### config.mk
export PLATFORM = sky130hd
export DESIGN_NAME = mem_lsu_flat
export DESIGN_NICKNAME = d
export VERILOG_FILES = /design/src/rtl/mem_lsu_if.sv /design/src/rtl/mem_lsu.sv /design/src/flat_wrapper.sv
export SDC_FILE = /design/constraint.sdc
export NUM_CORES = 1
export LEC_CHECK = 0
export CORE_MARGIN = 2
export CORE_UTILIZATION = 44
export CTS_CLUSTER_SIZE = 28
export DETAILED_ROUTE_END_ITERATION = 8
export GPL_TIMING_DRIVEN = 0
export PLACE_DENSITY_LB_ADDON = 0.12
export SYNTH_ARGS = -nofsm -noshare
export SYNTH_HDL_FRONTEND = slang
export SYNTH_SLANG_ARGS = --single-unit
### constraint.sdc
create_clock -name i_clk -period 2.79 [get_ports i_clk]
set_input_delay 0.4185 -clock i_clk [delete_from_list [all_inputs] [get_ports i_clk]]
set_output_delay 0.4185 -clock i_clk [all_outputs]
set_load 0.05 [all_outputs]
### src/rtl/mem_lsu_if.sv
// CPU data-side request/response bundle plus the attached bram port signals.
// Signal names keep the LSU's point of view: i_* flow into the unit, o_* flow out.
interface mem_lsu_if #(
  parameter int unsigned ADDR_WIDTH = 16
);
  logic                  i_req_valid;
  logic                  o_req_ready;
  logic                  i_req_write;
  logic [1:0]            i_req_size;
  logic                  i_req_signed;
  logic [ADDR_WIDTH-1:0] i_req_addr;
  logic [31:0]           i_req_wdata;
  logic                  o_resp_valid;
  logic [31:0]           o_resp_rdata;
  logic                  o_resp_err;
  logic [ADDR_WIDTH-3:0] o_bram_addr;
  logic [31:0]           o_bram_data;
  logic                  o_bram_write;
  logic [31:0]           i_bram_data;

  // LSU side
  modport slave (
    input  i_req_valid, i_req_write, i_req_size, i_req_signed, i_req_addr, i_req_wdata,
    input  i_bram_data,
    output o_req_ready, o_resp_valid, o_resp_rdata, o_resp_err,
    output o_bram_addr, o_bram_data, o_bram_write
  );

  // CPU and bram side
  modport master (
    output i_req_valid, i_req_write, i_req_size, i_req_signed, i_req_addr, i_req_wdata,
    output i_bram_data,
    input  o_req_ready, o_resp_valid, o_resp_rdata, o_resp_err,
    input  o_bram_addr, o_bram_data, o_bram_write
  );
endinterface

### src/rtl/mem_lsu.sv
// Load/store unit: byte-addressed byte/half/word requests onto a 32-bit word-addressed
// bram port with registered read. Sub-word stores use read-modify-write.
module mem_lsu #(
  parameter int unsigned ADDR_WIDTH = 16
) (
  input logic     i_clk,
  input logic     i_rst,
  mem_lsu_if.slave bus
);

  localparam int unsigned WordWidth = ADDR_WIDTH - 2;

  typedef enum logic [2:0] {StIdle, StRd, StLd, StMrg, StWr, StResp} state_e;

  state_e                state_q, state_d;
  logic                  write_q;
  logic [1:0]            size_q;
  logic                  signed_q;
  logic [ADDR_WIDTH-1:0] addr_q;
  logic [31:0]           data_q;   // store data at accept, merged word after MRG
  logic [31:0]           rdata_q;
  logic                  err_q;

  logic        accept;
  logic        req_bad;
  logic [7:0]  lane_byte;
  logic [15:0] lane_half;
  logic [31:0] ld_ext;
  logic [31:0] merged;

  assign accept = bus.i_req_valid && (state_q == StIdle);

  // Alignment and size legality of the incoming request.
  always_comb begin
    req_bad = 1'b0;
    unique case (bus.i_req_size)
      2'b00:   req_bad = 1'b0;
      2'b01:   req_bad = bus.i_req_addr[0];
      2'b10:   req_bad = |bus.i_req_addr[1:0];
      default: req_bad = 1'b1;
    endcase
  end

  // Lane extraction/extension for loads and lane replacement for sub-word stores.
  always_comb begin
    lane_byte = bus.i_bram_data[{addr_q[1:0], 3'b000} +: 8];
    lane_half = bus.i_bram_data[{addr_q[1], 4'b0000} +: 16];
    unique case (size_q)
      2'b00:   ld_ext = {{24{signed_q & lane_byte[7]}}, lane_byte};
      2'b01:   ld_ext = {{16{signed_q & lane_half[15]}}, lane_half};
      default: ld_ext = bus.i_bram_data;
    endcase
    merged = bus.i_bram_data;
    if (size_q == 2'b00) begin
      merged[{addr_q[1:0], 3'b000} +: 8] = data_q[7:0];
    end else begin
      merged[{addr_q[1], 4'b0000} +: 16] = data_q[15:0];
    end
  end

  // Next-state sequencing through the access phases.
  always_comb begin
    state_d = state_q;
    unique case (state_q)
      StIdle: begin
        if (accept) begin
          if (req_bad) begin
            state_d = StResp;
          end else if (bus.i_req_write && bus.i_req_size == 2'b10) begin
            state_d = StWr;
          end else begin
            state_d = StRd;
          end
        end
      end
      StRd:    state_d = write_q ? StMrg : StLd;
      StLd:    state_d = StResp;
      StMrg:   state_d = StWr;
      StWr:    state_d = StResp;
      StResp:  state_d = StIdle;
      default: state_d = StIdle;
    endcase
  end

  // State, request latches and held response registers.
  always_ff @(posedge i_clk) begin
    if (i_rst) begin
      state_q  <= StIdle;
      write_q  <= 1'b0;
      size_q   <= 2'b00;
      signed_q <= 1'b0;
      addr_q   <= '0;
      data_q   <= '0;
      rdata_q  <= '0;
      err_q    <= 1'b0;
    end else begin
      state_q <= state_d;
      if (accept) begin
        write_q  <= bus.i_req_write;
        size_q   <= bus.i_req_size;
        signed_q <= bus.i_req_signed;
        addr_q   <= bus.i_req_addr;
        data_q   <= bus.i_req_wdata;
      end
      if (state_q == StMrg) begin
        data_q <= merged;
      end
      // Response fields change only on entry to RESP so they hold between pulses.
      if (accept && req_bad) begin
        rdata_q <= '0;
        err_q   <= 1'b1;
      end else if (state_q == StLd) begin
        rdata_q <= ld_ext;
        err_q   <= 1'b0;
      end else if (state_q == StWr) begin
        rdata_q <= '0;
        err_q   <= 1'b0;
      end
    end
  end

  assign bus.o_req_ready  = (state_q == StIdle);
  assign bus.o_resp_valid = (state_q == StResp);
  assign bus.o_resp_rdata = rdata_q;
  assign bus.o_resp_err   = err_q;
  assign bus.o_bram_addr  = addr_q[ADDR_WIDTH-1:2];
  assign bus.o_bram_data  = data_q;
  assign bus.o_bram_write = (state_q == StWr);

  logic [WordWidth-1:0] unused_width_check;
  assign unused_width_check = bus.o_bram_addr;

endmodule

### src/flat_wrapper.sv
// flat-port wrapper written by rule: the top's interface ports become plain ports
module mem_lsu_flat 
#(
  parameter int unsigned ADDR_WIDTH = 16
)
  (i_clk, i_rst, bus_i_req_valid, bus_i_req_write, bus_i_req_size, bus_i_req_signed, bus_i_req_addr, bus_i_req_wdata, bus_i_bram_data, bus_o_req_ready, bus_o_resp_valid, bus_o_resp_rdata, bus_o_resp_err, bus_o_bram_addr, bus_o_bram_data, bus_o_bram_write);
  mem_lsu_if #(.ADDR_WIDTH(ADDR_WIDTH)) bus_i ();
  input logic i_clk;
  input logic i_rst;
  input wire logic [$bits(bus_i.i_req_valid)-1:0] bus_i_req_valid;
  input wire logic [$bits(bus_i.i_req_write)-1:0] bus_i_req_write;
  input wire logic [$bits(bus_i.i_req_size)-1:0] bus_i_req_size;
  input wire logic [$bits(bus_i.i_req_signed)-1:0] bus_i_req_signed;
  input wire logic [$bits(bus_i.i_req_addr)-1:0] bus_i_req_addr;
  input wire logic [$bits(bus_i.i_req_wdata)-1:0] bus_i_req_wdata;
  input wire logic [$bits(bus_i.i_bram_data)-1:0] bus_i_bram_data;
  output wire logic [$bits(bus_i.o_req_ready)-1:0] bus_o_req_ready;
  output wire logic [$bits(bus_i.o_resp_valid)-1:0] bus_o_resp_valid;
  output wire logic [$bits(bus_i.o_resp_rdata)-1:0] bus_o_resp_rdata;
  output wire logic [$bits(bus_i.o_resp_err)-1:0] bus_o_resp_err;
  output wire logic [$bits(bus_i.o_bram_addr)-1:0] bus_o_bram_addr;
  output wire logic [$bits(bus_i.o_bram_data)-1:0] bus_o_bram_data;
  output wire logic [$bits(bus_i.o_bram_write)-1:0] bus_o_bram_write;
  assign bus_i.i_req_valid = bus_i_req_valid;
  assign bus_i.i_req_write = bus_i_req_write;
  assign bus_i.i_req_size = bus_i_req_size;
  assign bus_i.i_req_signed = bus_i_req_signed;
  assign bus_i.i_req_addr = bus_i_req_addr;
  assign bus_i.i_req_wdata = bus_i_req_wdata;
  assign bus_i.i_bram_data = bus_i_bram_data;
  assign bus_o_req_ready = bus_i.o_req_ready;
  assign bus_o_resp_valid = bus_i.o_resp_valid;
  assign bus_o_resp_rdata = bus_i.o_resp_rdata;
  assign bus_o_resp_err = bus_i.o_resp_err;
  assign bus_o_bram_addr = bus_i.o_bram_addr;
  assign bus_o_bram_data = bus_i.o_bram_data;
  assign bus_o_bram_write = bus_i.o_bram_write;
  mem_lsu #(.ADDR_WIDTH(ADDR_WIDTH)) u_core (.i_clk(i_clk), .i_rst(i_rst), .bus(bus_i));
endmodule
# --- After elaboration in Yosys (flattened, before gate mapping) ---
# Cells that the tools add are included.
word_totals:
  latchBits: 0
  mem_bits_ro: 0
  inputBits: 87
  ramBits: 0
  mem_count: 0
  regBits: 88
  elab_cells: 56
  output_inout_bits: 82
classes:
  bitwise_logic: 2
  n_reduce_logical: 12
  muxes: 17
  n_shift: 6
  n_mul: 0
  order_cmp: 0
  eq_ne: 9
  div: 0
  add_sub_neg: 2
op_table:
  columns: ["operator", "count"]
  rows:
  - ["two-way mux 32 bit", 5]
  - ["bitwise mux 32 bit", 2]
  - ["case mux 32 bit (2 select lines)", 1]
  - ["variable shift 16 x 7 -> 32 bit, first input constant", 1]
  - ["variable shift 8 x 7 -> 32 bit, first input constant", 1]
  - ["variable part select 16 x 7 -> 32 bit", 1]
  - ["variable part select 32 x 6 -> 16 bit", 1]
  - ["variable part select 32 x 6 -> 8 bit", 1]
  - ["variable part select 8 x 7 -> 32 bit", 1]
  - ["negation 5 -> 7 bit", 2]
  - ["case mux 3 bit (4 select lines)", 1]
  - ["two-way mux 3 bit", 3]
  - ["equality test 3 x 2 -> 1 bit, second input constant", 2]
  - ["equality test 3 bit, second input constant", 2]
  - ["OR reduction 2 bit", 3]
  - ["equality test 2 x 1 -> 1 bit, second input constant", 2]
  - ["zero test 2 bit", 2]
  - ["two-way mux 1 bit", 4]
  - ["nonzero test 2 bit", 2]
  - ["equality test 3 x 1 -> 1 bit, second input constant", 1]
  - ["logical AND 1 bit", 3]
  - ["zero test 3 bit", 1]
  - ["case mux 1 bit (3 select lines)", 1]
  - ["nonzero test 3 bit", 1]
  - ["3 further kinds", 4]

# --- Longest topological paths before layout ---
logic_depth:
  ltp_word: 6
  mapped_depth: 9
  ltp_nobuf: 6

# --- Least setup slack after synthesis ---
# Ideal clock, no wire load.
synth_timing:
  path_type: "reg2reg"
  start: "reg u_core.addr_q[1]"
  end: "reg u_core.data_q[24], in the netlist u_core.bus.o_bram_data[24]"
  path_buffers: 2
  arrival_ns: 2.451
  stages_incl_launch_ff: 8
  setup_time_ns: 0.092
  t_required_ns: 2.698
  slack_ns: 0.246
  synth_period_minus_slack_ns: 2.544
  cell_sequence: "dfxtp_1 > clkbuf_1 > inv_1 > clkbuf_1 > ha_1 > nor4_1 > a221oi_1 > nor4_1"
synth_between:
  elab_chain_cells: 5
  word_cells_on_any_way: 10
  cone_classes: "2 x add/sub; 4 x shift; 4 x mux"
synth_lines:
  columns: ["element", "line", "rtl"]
  rows:
  - ["start, declared", "mem_lsu.sv:19", "logic [ADDR_WIDTH-1:0] addr_q;"]
  - ["start signal, assigned", "mem_lsu.sv:102", "addr_q <= bus.i_req_addr;"]
  - ["negation 5 -> 7 bit (on tied branches)", "mem_lsu.sv:57, mem_lsu.sv:55", null]
  - ["variable part select 16 x 7 -> 32 bit, or another cell as far along", "mem_lsu.sv:57", "merged[{addr_q[1], 4'b0000} +: 16] = data_q[15:0];"]
  - ["bitwise mux 32 bit (on tied branches)", "mem_lsu.sv:57, mem_lsu.sv:55", null]
  - ["two-way mux 32 bit (*)", "mem_lsu.sv:54", "if (size_q == 2'b00) begin"]
  - ["two-way mux 32 bit (*)", "mem_lsu.sv:105", "if (state_q == StMrg) begin"]
  - ["end signal, assigned", "mem_lsu.sv:103", "data_q <= bus.i_req_wdata;"]
  - ["end signal, assigned", "mem_lsu.sv:106", "data_q <= merged;"]
  - ["end, declared", "mem_lsu.sv:20", "logic [31:0] data_q;"]
# Mark *: on every way between the ends. The rest lies on a longest branch, timed or not.
# A chain may end at the register's enable or synchronous reset.

# --- Final worst setup path ---
layout_timing:
  start: "reg u_core.addr_q[1]"
  end: "reg u_core.data_q[19], in the netlist u_core.bus.o_bram_data[19]"
# Same word-level chain as after synthesis.

==> qor.txt <==
Worst path bufs/invs = 2
Final min period = 2.654 ns
Setup WS post-layout = 0.1356 ns
Initial DRC Count = 429
Commonest non-fill, non-tap cells in the layout = 168 x clkdlybuf4s50_1, 88 x dfxtp_1, 85 x nand2_1
Share of the synthesized area in the top cell type = 40.88%
Filler cells = 877
WL final = 14.64 mm
DPL Wire Length = 11.16 mm
Antenna diode count = 0
Cts bufs inserted = 9
Vias per std cell = 5.801
ANT nets after route = 0
Storage cell area = 1762 µm²
CTS tree = yes
CTS Root Cell = clkbuf_8
Worst Path Required = 3.00 ns
CP endpoint kind = flop
HP Class = flop to flop
Via count = 4734
Worst slew pin tran = 0.8303 ns
Power after layout = 0.003521 W
Die height = 103.0 µm
Final setup fails = 0
Nets@finish = 770
CTS sink count = 88
DRC = 1
Gr usage total = 27.32%
Seq/Total Area, Yosys = 40.88%
Gpl congestion = 0.9025
Clock latency at the later pin of the worst-skew pair = 0.35 ns
Area of the multi-input gates = 2237 µm²
I/O Pins = 169
Post-synthesis cell count = 501
Largest stage delay, worst path = 0.50 ns
Initial antenna violation count = 0
Synth warnings = 0
Outcome = complete, but fails checks
Clock Skew = 0.01107 ns
Post-CTS setup buffer count = 0
Failing checks = design-rule violations
Worst path top cell family by delay = compound AO/OA/AOI/OAI gates
Grt ovf = 0
Worst vdd ir = 0.0003383 V
Synth area leaders = dfxtp_1 41%, nand2_1 7.4%, a221oi_1 6.5%
Initial Util = 44.70%
Library cell with the largest summed area after synthesis = dfxtp_1
Critical path's slowest cell = dfxtp_1
Overall die width = 103.0 µm
Pwr per Cell Area = 553.0 nW/µm²
Max_slew headroom = 44.50%
Syn nets = 593
RSZ-0062 raised after global routing = no
Worst Setup Start Kind = flop
Hold_buf cts = 0
Fin. Hold Viols = 0
Syn avg cell area = 8.601 µm²
Lkg Pwr = 2.312 nW
Clock slew at reported path FFs = 0.09 ns
Clock buffer depth = 2
H-tree Lvls = 3
Synth unique cells = 52
Worst Path Class, Setup = flop to flop
Post-synth EDFFs = 0
Largest net degree at the start of global routing = 16
Ys async rst share = 0%
Ys flop type = dfxtp_1
Site Rows = 36
# Max-Cap Violations = 0
Most common cell after layout, fill and taps aside = clkdlybuf4s50_1
FMAX = 0.3767 GHz
Routed WL per cell = 17.94 µm
Number of global-route vias before repair = 4407
CP Max Fanout = 13
Pre-antenna DRT Iters = 9
First-pass GRT wire length = 22.17 mm
Slew Viols, Final = 0
Core ar. = 9639 µm²
Crit path DAT = 2.86 ns
Pre-CTS WS = -0.4726 ns
P&R area growth vs syn = 47.74%
Die Area = 10600 µm²
Buffers on Ports = 168
Synth Cell Area = 4309 µm²
Fin crit share = 95.14%
Yosys reg bits = 88
Layout cells sized above 1 = 9.810%
CP cell instances = clkbuf_2 -> inv_1 -> ha_1 -> nor3b_1 -> a31o_2 -> a221oi_1 -> a311oi_1
## tightest hold or removal path, delay by kind of cell (launching register included)
family / cells / cell delay, ns
flops: 1 / 0.32
simple gates: 1 / 0.05
compound gates: 1 / 0.05
## cell type report
cell class,instances,share of cell area (%)
plain buffers,49,4.108
clock buffers,11,2.378
clock inverters,5,0.6093
inverters,18,1.061
multi-input cells,344,35.14
flip-flops and latches,88,27.67
well taps,133,2.614
repair buffers,168,26.42
## repair_timing
item | 4_1_cts | 5_1_grt
setup endpoints to repair | 17 | 27
resized for setup | 5 | 0
hold endpoints to repair | 0 | 0
## per-layer routing
layer  wire length (µm)  vias up  track usage (%)
li1                   -     2219                -
met1               6414     2209            37.98
met2               6570      281            43.41
met3               1435       25            4.271
met4                223        0            9.109
met5                  0        -                0
## flip-flops by register name (all words and copies together) (netlist names)
signal,flops
u_core.bus.o_resp_err,1
u_core.bus.o_bram_data,32
u_core.state_q,3
u_core.addr_q,16
u_core.size_q,2
u_core.bus.o_resp_rdata,32
u_core.write_q,1
u_core.signed_q,1
## path summary, 6_finish.rpt
check / startpoint / endpoint / slack, ns / cells past startpoint
hold / removal: u_core.addr_q[10]$_SDFFE_PP0P_ / u_core.addr_q[10]$_SDFFE_PP0P_ / 0.46 / 2
setup reg to reg: u_core.addr_q[1]$_SDFFE_PP0P_ / u_core.bus.o_bram_data[19]$_SDFFE_PP0P_ / 0.14 / 7
hold reg to reg: u_core.addr_q[10]$_SDFFE_PP0P_ / u_core.addr_q[10]$_SDFFE_PP0P_ / 0.46 / 2
setup / recovery: u_core.addr_q[1]$_SDFFE_PP0P_ / u_core.bus.o_bram_data[19]$_SDFFE_PP0P_ / 0.14 / 7
## through the flow
step | hold slack (ns) | instances | cell area, µm² | setup TNS, ns | utilization, %
floorplan | 0.4363 | 501 | 4309 | 0 | -
global placement | 0.4414 | 802 | 6157 | -2.438 | 63.88
detailed placement | 0.4474 | 802 | 6157 | -4.002 | 63.88
CTS | 0.4603 | 818 | 6374 | 0 | 66.12
global route | 0.4890 | 816 | 6366 | 0 | 66.04
finish | 0.4578 | 816 | 6366 | 0 | 66.04
## power breakdown
group / total (W) / leakage, nW / switching [W] / internal [W]
registers: 0.00144 / 0.718 / 0.0000866 / 0.00136
logic: 0.00123 / 1.50 / 0.000767 / 0.000466
clock network: 0.000846 / 0.0963 / 0.000467 / 0.000379
## Yosys cell counts (7+ instances only)
cell	number
nor2_1	20
buf_2	7
o21ai_0	12
a221oi_1	32
a221o_2	10
a21oi_1	42
a22o_1	8
a222oi_1	7
a311oi_1	8
mux2_2	8
o2bb2ai_1	7
a211oi_1	10
and3_1	10
nor4_1	10
inv_1	17
buf_4	14
nor3_1	13
dfxtp_1	88
nand2_1	85
and2_1	8
o31ai_1	11
clkbuf_1	27
## cells by family after synthesis
family,after synthesis,synth area share [%]
muxes,9,2.323
AOI/OAI and AO/OA,166,29.59
adders and majority gates,5,1.452
buffers and inverters,69,7.781
DFF,88,40.88
and+or+nand+nor,164,17.97
Power figures use the tool's default switching activity.
